--- config.mk ---
export PLATFORM = sky130hd
export DESIGN_NAME = uart_tx_cfg_flat
export DESIGN_NICKNAME = d
export VERILOG_FILES = /design/src/rtl/uart_tx_cfg_if.sv /design/src/rtl/uart_tx_cfg.sv /design/src/flat_wrapper.sv
export SDC_FILE = /design/constraint.sdc
export NUM_CORES = 1
export LEC_CHECK = 0
export ABC_CLOCK_PERIOD_IN_PS = 5530
export BUFFER_PORTS_ARGS = -buffer_cell sky130_fd_sc_hd__buf_2
export CAP_MARGIN = 20
export CORE_UTILIZATION = 45
export DETAILED_ROUTE_END_ITERATION = 7
export PLACE_DENSITY = 0.61
export SLEW_MARGIN = 10
export SYNTH_ARGS = -nofsm -noshare
export SYNTH_HDL_FRONTEND = slang
export SYNTH_SLANG_ARGS = --single-unit
--- constraint.sdc ---
create_clock -name clk -period 5.53 [get_ports clk]
set_input_delay 0 -clock clk [delete_from_list [all_inputs] [get_ports clk]]
set_output_delay 0 -clock clk [all_outputs]
set_load 0.01 [all_outputs]
--- src/rtl/uart_tx_cfg_if.sv ---
// uart_tx_cfg_if: byte handshake plus per-frame line configuration for uart_tx_cfg.
//   tx_valid/tx_ready : valid/ready handshake, accept when both high
//   tx_data           : payload, LSB first
//   baud_set          : 0=9600 1=19200 2=38400 3=57600 4=115200 5..7=9600
//   data_bits         : 00=5 01=6 10=7 11=8
//   parity_mode       : 00=none 01=odd 10=even 11=none
//   stop2             : 0=one stop bit, 1=two
// master = byte producer, slave = transmitter.
interface uart_tx_cfg_if;
  logic       tx_valid;
  logic       tx_ready;
  logic [7:0] tx_data;
  logic [2:0] baud_set;
  logic [1:0] data_bits;
  logic [1:0] parity_mode;
  logic       stop2;

  modport master (output tx_valid, tx_data, baud_set, data_bits, parity_mode, stop2,
                  input  tx_ready);
  modport slave  (input  tx_valid, tx_data, baud_set, data_bits, parity_mode, stop2,
                  output tx_ready);
endinterface

--- src/rtl/uart_tx_cfg.sv ---
// uart_tx_cfg: configurable UART transmitter (5..8 data bits, none/odd/even
// parity, 1 or 2 stop bits, five baud rates from a fixed clock).
//   clk      : system clock, rising edge
//   rstn     : asynchronous active-low reset
//   bus      : uart_tx_cfg_if.slave handshake + per-frame configuration
//   uart_tx  : serial line, idle high (registered)
//   tx_busy  : frame in progress
//   tx_done  : one-cycle pulse when the frame completes
module uart_tx_cfg #(
  parameter int CLK_HZ = 50000000,
  parameter int DIV_W  = 16
) (
  input  logic          clk,
  input  logic          rstn,
  uart_tx_cfg_if.slave  bus,
  output logic          uart_tx,
  output logic          tx_busy,
  output logic          tx_done
);

  // Bit time is div+1 cycles.
  localparam logic [DIV_W-1:0] DIV_9600   = DIV_W'(CLK_HZ / 9600   - 1);
  localparam logic [DIV_W-1:0] DIV_19200  = DIV_W'(CLK_HZ / 19200  - 1);
  localparam logic [DIV_W-1:0] DIV_38400  = DIV_W'(CLK_HZ / 38400  - 1);
  localparam logic [DIV_W-1:0] DIV_57600  = DIV_W'(CLK_HZ / 57600  - 1);
  localparam logic [DIV_W-1:0] DIV_115200 = DIV_W'(CLK_HZ / 115200 - 1);

  typedef enum logic [2:0] {IDLE, START, DATA, PARITY, STOP} state_e;

  function automatic logic [DIV_W-1:0] div_of(input logic [2:0] bs);
    case (bs)
      3'd1:    return DIV_19200;
      3'd2:    return DIV_38400;
      3'd3:    return DIV_57600;
      3'd4:    return DIV_115200;
      default: return DIV_9600;
    endcase
  endfunction

  state_e           state_q, state_d;
  logic [DIV_W-1:0] cnt_q, cnt_d;
  logic [DIV_W-1:0] div_q, div_d;
  logic [2:0]       bit_idx_q, bit_idx_d;
  logic [2:0]       last_idx_q, last_idx_d;   // N-1
  logic [7:0]       data_q, data_d;
  logic [1:0]       par_q, par_d;
  logic             stop2_q, stop2_d;
  logic             stop_idx_q, stop_idx_d;
  logic             line_q, line_d;
  logic             done_q, done_d;
  logic             rdy_en_q, rdy_en_d;

  logic       accept, bit_end, stop_exit, par_en, par_bit;
  logic [7:0] mask;

  assign bus.tx_ready = rdy_en_q && (state_q == IDLE);
  assign tx_busy      = (state_q != IDLE);
  assign tx_done      = done_q;
  assign uart_tx      = line_q;

  assign accept  = bus.tx_valid && bus.tx_ready;
  assign bit_end = (cnt_q == div_q);
  assign par_en  = (par_q == 2'b01) || (par_q == 2'b10);
  assign mask    = 8'hFF >> (3'd7 - last_idx_q);
  // Odd mode inverts the data XOR so the total ones count comes out odd.
  assign par_bit = (^(data_q & mask)) ^ (par_q == 2'b01);

  // The final stop bit leaves STOP one cycle before its bit time ends: the
  // line is already high and IDLE keeps it high, so a lone frame still sees a
  // full stop bit, while a byte accepted in the tx_done cycle starts exactly
  // one bit time after the stop bit began. With div=0 there is no earlier
  // cycle, so the exit falls on the bit boundary instead.
  assign stop_exit = (stop_idx_q == stop2_q) &&
                     ((div_q == '0) ? 1'b1 : (cnt_q == div_q - 1'b1));

  always_comb begin
    state_d    = state_q;
    cnt_d      = bit_end ? '0 : cnt_q + 1'b1;
    div_d      = div_q;
    bit_idx_d  = bit_idx_q;
    last_idx_d = last_idx_q;
    data_d     = data_q;
    par_d      = par_q;
    stop2_d    = stop2_q;
    stop_idx_d = stop_idx_q;
    line_d     = line_q;
    done_d     = 1'b0;
    rdy_en_d   = 1'b1;
    unique case (state_q)
      IDLE: begin
        cnt_d  = '0;
        line_d = 1'b1;
        if (accept) begin
          data_d     = bus.tx_data;
          div_d      = div_of(bus.baud_set);
          last_idx_d = 3'd4 + {1'b0, bus.data_bits};
          par_d      = bus.parity_mode;
          stop2_d    = bus.stop2;
          state_d    = START;
          line_d     = 1'b0;
        end
      end
      START: begin
        if (bit_end) begin
          state_d   = DATA;
          bit_idx_d = '0;
          line_d    = data_q[0];
        end
      end
      DATA: begin
        if (bit_end) begin
          if (bit_idx_q == last_idx_q) begin
            stop_idx_d = 1'b0;
            if (par_en) begin
              state_d = PARITY;
              line_d  = par_bit;
            end else begin
              state_d = STOP;
              line_d  = 1'b1;
            end
          end else begin
            bit_idx_d = bit_idx_q + 3'd1;
            line_d    = data_q[bit_idx_q + 3'd1];
          end
        end
      end
      PARITY: begin
        if (bit_end) begin
          state_d    = STOP;
          stop_idx_d = 1'b0;
          line_d     = 1'b1;
        end
      end
      STOP: begin
        line_d = 1'b1;
        if (stop_exit) begin
          state_d = IDLE;
          cnt_d   = '0;
          done_d  = 1'b1;
        end else if (bit_end) begin
          stop_idx_d = 1'b1;
        end
      end
      default: begin
        state_d = IDLE;
        line_d  = 1'b1;
      end
    endcase
  end

  always_ff @(posedge clk or negedge rstn) begin
    if (!rstn) begin
      state_q    <= IDLE;
      cnt_q      <= '0;
      div_q      <= '0;
      bit_idx_q  <= '0;
      last_idx_q <= '0;
      data_q     <= '0;
      par_q      <= '0;
      stop2_q    <= 1'b0;
      stop_idx_q <= 1'b0;
      line_q     <= 1'b1;
      done_q     <= 1'b0;
      rdy_en_q   <= 1'b0;
    end else begin
      state_q    <= state_d;
      cnt_q      <= cnt_d;
      div_q      <= div_d;
      bit_idx_q  <= bit_idx_d;
      last_idx_q <= last_idx_d;
      data_q     <= data_d;
      par_q      <= par_d;
      stop2_q    <= stop2_d;
      stop_idx_q <= stop_idx_d;
      line_q     <= line_d;
      done_q     <= done_d;
      rdy_en_q   <= rdy_en_d;
    end
  end

endmodule

--- src/flat_wrapper.sv ---
// flat-port wrapper written by rule: the top's interface ports become plain ports
module uart_tx_cfg_flat 
#(
  parameter int CLK_HZ = 50000000,
  parameter int DIV_W  = 16
)
  (clk, rstn, uart_tx, tx_busy, tx_done, bus_tx_valid, bus_tx_data, bus_baud_set, bus_data_bits, bus_parity_mode, bus_stop2, bus_tx_ready);
  uart_tx_cfg_if bus_i ();
  input  logic clk;
  input  logic rstn;
  output logic uart_tx;
  output logic tx_busy;
  output logic tx_done;
  input wire logic [$bits(bus_i.tx_valid)-1:0] bus_tx_valid;
  input wire logic [$bits(bus_i.tx_data)-1:0] bus_tx_data;
  input wire logic [$bits(bus_i.baud_set)-1:0] bus_baud_set;
  input wire logic [$bits(bus_i.data_bits)-1:0] bus_data_bits;
  input wire logic [$bits(bus_i.parity_mode)-1:0] bus_parity_mode;
  input wire logic [$bits(bus_i.stop2)-1:0] bus_stop2;
  output wire logic [$bits(bus_i.tx_ready)-1:0] bus_tx_ready;
  assign bus_i.tx_valid = bus_tx_valid;
  assign bus_i.tx_data = bus_tx_data;
  assign bus_i.baud_set = bus_baud_set;
  assign bus_i.data_bits = bus_data_bits;
  assign bus_i.parity_mode = bus_parity_mode;
  assign bus_i.stop2 = bus_stop2;
  assign bus_tx_ready = bus_i.tx_ready;
  uart_tx_cfg #(.CLK_HZ(CLK_HZ), .DIV_W(DIV_W)) u_core (.clk(clk), .rstn(rstn), .bus(bus_i), .uart_tx(uart_tx), .tx_busy(tx_busy), .tx_done(tx_done));
endmodule
==> impl_metrics.csv, run 1 <==
group,metric,value,unit
outcome,status,"finished, final reports clean",
sta,period_share,0.518,
sta,rsz0062_at_grt,"no",
route,remaining_drc_errors,0,
yosys,synthCells,356,
clock_tree,clk_pin_slew,90,ps
clock_tree,cts_tree,"done",
grt,grt_overflow,0,
placed_design,hpwl,4970,um
floorplanning,die_y,86.4,um
sta,whs,25.6,ps
yosys,ys_ff_latch,50,
power_and_ir_drop,powerDensity,442,nW/um^2
yosys,synth.distinct_cells,67,
route,avgViaCountPerCell,5.35,
yosys,syn_nets,379,
sta,hold_violations,0,
grt,grtUsageMet1,0.297,
yosys,syn_avg_cell_area,9.00,um^2
setup_path,crit_path_start_kind,"flip-flop",
sta,setup_slack,2670,ps
layout,syn_to_final_growth,11.7,%
clock_tree,htree_levels,2,
yosys,synthTopCellsByArea,"dfrtp_1, nand2_1, xnor2_1, xor2_1, a21oi_1",
placed_design,place.gp.congestion,0.926,
clock_tree,clock_sinks,50,
layout,nets,404,
sta,fmax,349,MHz
grt,grt_antenna_before_repair,0,
clock_tree,insertion_delay,310,ps
route,drt_iter0_markers,98,
clock_tree,postCtsSetupBuffers,0,
route,antenna_left,0,
yosys,synth_top_flop_cell,"dfrtp_1",
layout,drive_above_1_share,0.128,
flow_run,max-cap-violations,0,
clock_tree,ctsResizeCount,0,
power_and_ir_drop,peakVddDrop,0.000262,V
floorplanning,die_area,7460,um^2
grt,use_met3,0.0286,
sta,slew_viol_final,0,
route,num_vias,2555,
sta,worst_clock_skew,9.35,ps
layout,seqCellArea,1250,um^2
yosys,yosys.area.top_type_share,0.383,
yosys,yosysSeqAreaShare,0.391,
clock_tree,clockBufferDepth,2,
sta,worst_slew_pin_slew,903,ps
setup_path,cp.arrival,3010,ps
setup_path,cp.required,5680,ps
yosys,synth_area,3210,um^2
setup_path,critPathCaptureType,"flip-flop",
grt,grt_max_degree,51,
clock_tree,ctsHoldBuffers,15,
sta,fin_crit,2860,ps
clock_tree,cts_buffers,5,
floorplanning,dieWidth,86.4,um
setup_path,crit_fanout,14,
clock_tree,cts_root_buf,"clkbuf_8",
placed_design,port-buffer-count,22,
route,wl,7080,um
floorplanning,rows,30,
yosys,async_reset_ff_frac,1.00,
layout,multi_input_area,1820,um^2
layout,diodes,0,
grt,track_usage,0.204,
floorplanning,start_util,0.469,
sta,finalSetupViolCount,0,
power_and_ir_drop,p_leak,1.53,nW
grt,grt_pass1_wl,12000,um
setup_path,critPathKind,"reg -> reg",
layout,fillers,692,
sta,relSlewSlack,0.398,
hold_path,holdCritPathClass,"in -> reg",
grt,top_usage_layer,"met2",
layout,final_util,0.524,
route,first_pass_iters,4,
floorplanning,design.core.area,6830,um^2
sta,setup_tns,0,ps
yosys,synth-edff-count,0,
grt,grt_use_met2,0.316,
floorplanning,io_pins,23,
grt,grt_pass1_vias,2442,
yosys,yosysWarnings,0,
route,wl_per_cell,14.8,um
yosys,synth_area_leader_cell,"dfrtp_1",
placed_design,dp_slack,2690,ps
[flip-flops by register name (all words and copies together), names as in the netlist, 2 cells and up]
| register | flops |
|---|---|
| u_core.par_q | 2 |
| u_core.last_idx_q | 2 |
| u_core.div_q | 11 |
| u_core.data_q | 8 |
| u_core.bit_idx_q | 3 |
| u_core.state_q | 3 |
| u_core.cnt_q | 16 |
[cells in the mapped netlist (5+ instances only)]
library cell   n
nand2_1       62
dfrtp_1       49
xnor2_1       25
a21oi_1       22
nor2_1        20
xor2_1        18
nand3_1       14
clkbuf_1      13
o21ai_0       13
inv_1          8
nor3_1         7
a31oi_1        6
nand4_1        6
and3_1         5
[metrics by stage]
stage	area (um^2)	total power (W)	std cells
finish	3580	0.00158	478
global route	3580	0.00171	478
global placement	3340	0.00134	455
CTS	3580	0.00159	478
floorplan	3210	0.00121	356
detailed placement	3340	0.00136	455
[worst paths after layout]
kind / endpoint / slack, ps / depth (start not counted) / from
max: u_core.cnt_q[1] / 2670 / 8 / u_core.div_q[0]
max reg2reg: u_core.cnt_q[1] / 2670 / 8 / u_core.div_q[0]
min: u_core.div_q[1] / 30 / 3 / bus_baud_set[0]
max in group asynchronous: u_core.cnt_q[3] / 4760 / 3 / rstn
min in group asynchronous: u_core.bit_idx_q[0] / 330 / 3 / rstn
min reg2reg: u_core.par_q[0] / 520 / 2 / u_core.par_q[0]
[cell type report]
class	instances	area share
clock inverters	1	0.00140
clock buffers	7	0.0241
flip-flops and latches	50	0.350
well taps	96	0.0336
multi-input cells	278	0.508
inverters	8	0.00839
repair buffers	38	0.0748
[kinds of logic (layout without fill, tap and decap cells)]
kind of cell	count (synthesis)	after routing	synth area share
simple gates	146	146	0.231
other cells	1	1	0.00117
xor+xnor	43	43	0.117
fa+ha+maj	4	4	0.0156
buf+inv	28	54	0.0422
mux	8	8	0.0336
compound gates	76	76	0.168
flops	50	50	0.391
[critical path, cell delays in order, from the launching register on]
cell       delay, ps
dfrtp_1          540
inv_1            130
ha_1             320
xnor2_1          130
a2111o_1         390
a2111oi_4        360
nand4_1          150
o21ai_2          510
a21boi_0         180
[cells in the final DEF (no fill, tap or decap), types with 3 or more instances in the layout]
cell,synthesis,layout
and4_1,3,3
nand4_1,6,6
nand3b_1,3,3
xor2_1,18,18
a21oi_1,22,22
clkbuf_8,0,6
xnor2_1,25,25
nand3_1,14,14
nor2_1,20,20
nand2_1,62,62
ha_1,4,4
a21boi_0,4,4
nor3_1,7,7
dlygate4sd3_1,0,15
inv_1,8,8
a31oi_1,6,6
buf_2,1,22
mux2i_1,4,4
nand2b_1,3,3
o21ai_0,13,13
and3_1,5,5
dfrtp_1,49,49
and2_1,3,3
o31ai_1,4,4
[routing by layer]
| layer | wire (um) | vias up |
|---|---|---|
| met1 | 3700 | 1213 |
| met3 | 161 | 7 |
| met2 | 3130 | 32 |
| met4 | 93 | 0 |
| met5 | 0 | - |
| li1 | - | 1303 |
[report_power, final]
group / total (W) / switching, W / leakage (nW) / internal [W]
Clock: 0.000223 / 0.000122 / 0.0482 / 0.000101
Sequential: 0.000660 / 0.000189 / 0.639 / 0.000472
Combinational: 0.000699 / 0.000383 / 0.844 / 0.000316
Total: 0.00158 / 0.000693 / 1.53 / 0.000889
Power figures use the tool's default switching activity.
==> run 2, diff against run 1 <==
- ABC_CLOCK_PERIOD_IN_PS: 5530 -> 2630
- PLACE_DENSITY: 0.61 -> 0.64
- clock period: 5.53 -> 2.63 ns (I/O delays scaled with it)
==> run 2 against run 1 <==
  * Register-to-register slack lost 2500 ps
  * Fmax is 18% higher
  * Core utilization rose by 1.1 points
  * Combinational power increased by 120%
  * Critical path depth unchanged
  * Cell count increased by 1.5%
  * Total power grew 120%
  * Cell area increased by 2.2%
  * Routed wire length shrank 3.3%
  * First-iteration DRC count up 39%
  * Flip-flop and latch count is the same
  * Non-clock buffer count increased by 7
  * Largest cell class unchanged
==> impl_metrics.csv, run 2 (synthesis gave the netlist of run 1 again) <==
group,metric,value,unit
sta,setup_tns,0,ps
floorplanning,dieWidth,86.4,um
sta,period_share,0.925,
layout,syn_to_final_growth,14.1,%
grt,grt_pass1_wl,11700,um
route,first_pass_iters,4,
placed_design,place.gp.congestion,0.911,
setup_path,r2r_slack,200,ps
setup_path,crit_path_start_kind,"flip-flop",
clock_tree,ctsHoldBuffers,15,
setup_path,crit_fanout,5,
grt,track_usage,0.199,
clock_tree,insertion_delay,310,ps
sta,fmax,411,MHz
clock_tree,postCtsSetupBuffers,0,
setup_path,crit_family,"compound AO/OA/AOI/OAI gates",
clock_tree,clock_sinks,50,
clock_tree,clk_pin_slew,100,ps
layout,fillers,660,
sta,fin_crit,2430,ps
setup_path,crit_slowest_cell,"dfrtp_1",
floorplanning,start_util,0.469,
placed_design,dp.cells,462,
floorplanning,die_area,7460,um^2
route,wl_per_cell,14.1,um
placed_design,hpwl,4930,um
layout,diodes,0,
layout,reg_top3,"u_core.cnt_q (16), u_core.div_q (11), u_core.data_q (8)",
setup_path,cp.required,2870,ps
layout,drive_above_1_share,0.147,
sta,relSlewSlack,0.589,
outcome,status,"finished, final reports clean",
sta,slew_viol_final,0,
power_and_ir_drop,powerDensity,946,nW/um^2
setup_path,cp.arrival,2680,ps
route,drt_iter0_markers,136,
power_and_ir_drop,peakVddDrop,0.000530,V
grt,grt_antenna_before_repair,0,
sta,worst_clock_skew,11.4,ps
hold_path,holdCritPathClass,"in -> reg",
layout,nets,411,
floorplanning,die_y,86.4,um
sta,finalSetupViolCount,0,
layout,largest_reg_flops,16,
placed_design,port-buffer-count,22,
clock_tree,cts_tree,"done",
setup_path,crit_chain,"inv_1, ha_1, xnor2_1, a2111o_1, a2111oi_4, nand4_1, o32ai_2, nor3b_2",
clock_tree,clockBufferDepth,2,
setup_path,crit_buf_inv,1,
route,antenna_left,0,
sta,rsz0062_at_grt,"no",
floorplanning,rows,30,
layout,instances_no_fill,485,
layout,final_common_cell,"nand2_1",
route,num_vias,2598,
layout,max_flop_register,"u_core.cnt_q",
clock_tree,htree_levels,2,
clock_tree,cts_root_buf,"clkbuf_8",
sta,worst_slew_pin_slew,616,ps
layout,mostFrequentLayoutCells,"nand2_1, dfrtp_1, xnor2_1",
clock_tree,ctsResizeCount,0,
route,wl,6840,um
setup_path,critPathKind,"reg -> reg",
floorplanning,io_pins,23,
flow_run,max-cap-violations,0,
route,avgViaCountPerCell,5.36,
sta,hold_violations,0,
grt,grt_pass1_vias,2462,
clock_tree,cts_buffers,5,
route,remaining_drc_errors,0,
grt,grt_overflow,0,
power_and_ir_drop,p_leak,1.57,nW
floorplanning,design.core.area,6830,um^2
setup_path,critPathCaptureType,"flip-flop",
grt,grt_max_degree,51,
setup_path,slowest_delay,430,ps
[run 2: worst min-delay path: stages]
cell,delay [ps]
buf_2,110
nor2_1,50
a21oi_1,120
[run 2: layout make-up]
cell class              instances  area [um^2]  share of cell area
clock inverters                 3         45.0              0.0123
clock buffers                   5         68.8              0.0188
inverters                       8         30.0             0.00821
well taps                      96          120              0.0328
flip-flops and latches         50         1250               0.342
repair buffers                 45          323              0.0883
multi-input cells             278         1820               0.497
[run 2: metal layers]
metal  global-route usage  part of all wire  up-vias
met3               0.0314             0.024        6
li1                     -                 -     1322
met2                0.314              0.45       33
met5                    0                 0        -
met4               0.0364            0.0061        0
met1                0.291              0.52     1237
[run 2: through the flow]
stage                     area [um^2]  hold slack (ps)  setup slack (ps)   util  total power (W)
after floorplan                  3210             -296               321      -          0.00254
after global placement           3390              187               284  0.496          0.00285
after detailed placement         3390              192               222  0.496          0.00290
after CTS                        3650             5.21               198  0.535          0.00348
after global routing             3660             30.6              11.5  0.535          0.00374
final                            3660             12.1               198  0.535          0.00346
[run 2: worst paths after layout]
kind	endpoint	startpoint	cells past startpoint
max	u_core.tx_done	u_core.div_q[1]	8
min reg2reg	u_core.par_q[0]	u_core.par_q[0]	2
max in group asynchronous	u_core.uart_tx	rstn	3
max reg2reg	u_core.tx_done	u_core.div_q[1]	8
min in group asynchronous	u_core.tx_done	rstn	2
min	u_core.div_q[1]	bus_baud_set[0]	3
[run 2: power by group]
part	internal, W	switching, W	leakage (nW)
sequential	0.000992	0.000367	0.639
combinational	0.000707	0.000836	0.878
clock	0.000283	0.000273	0.0504
total	0.00198	0.00148	1.57
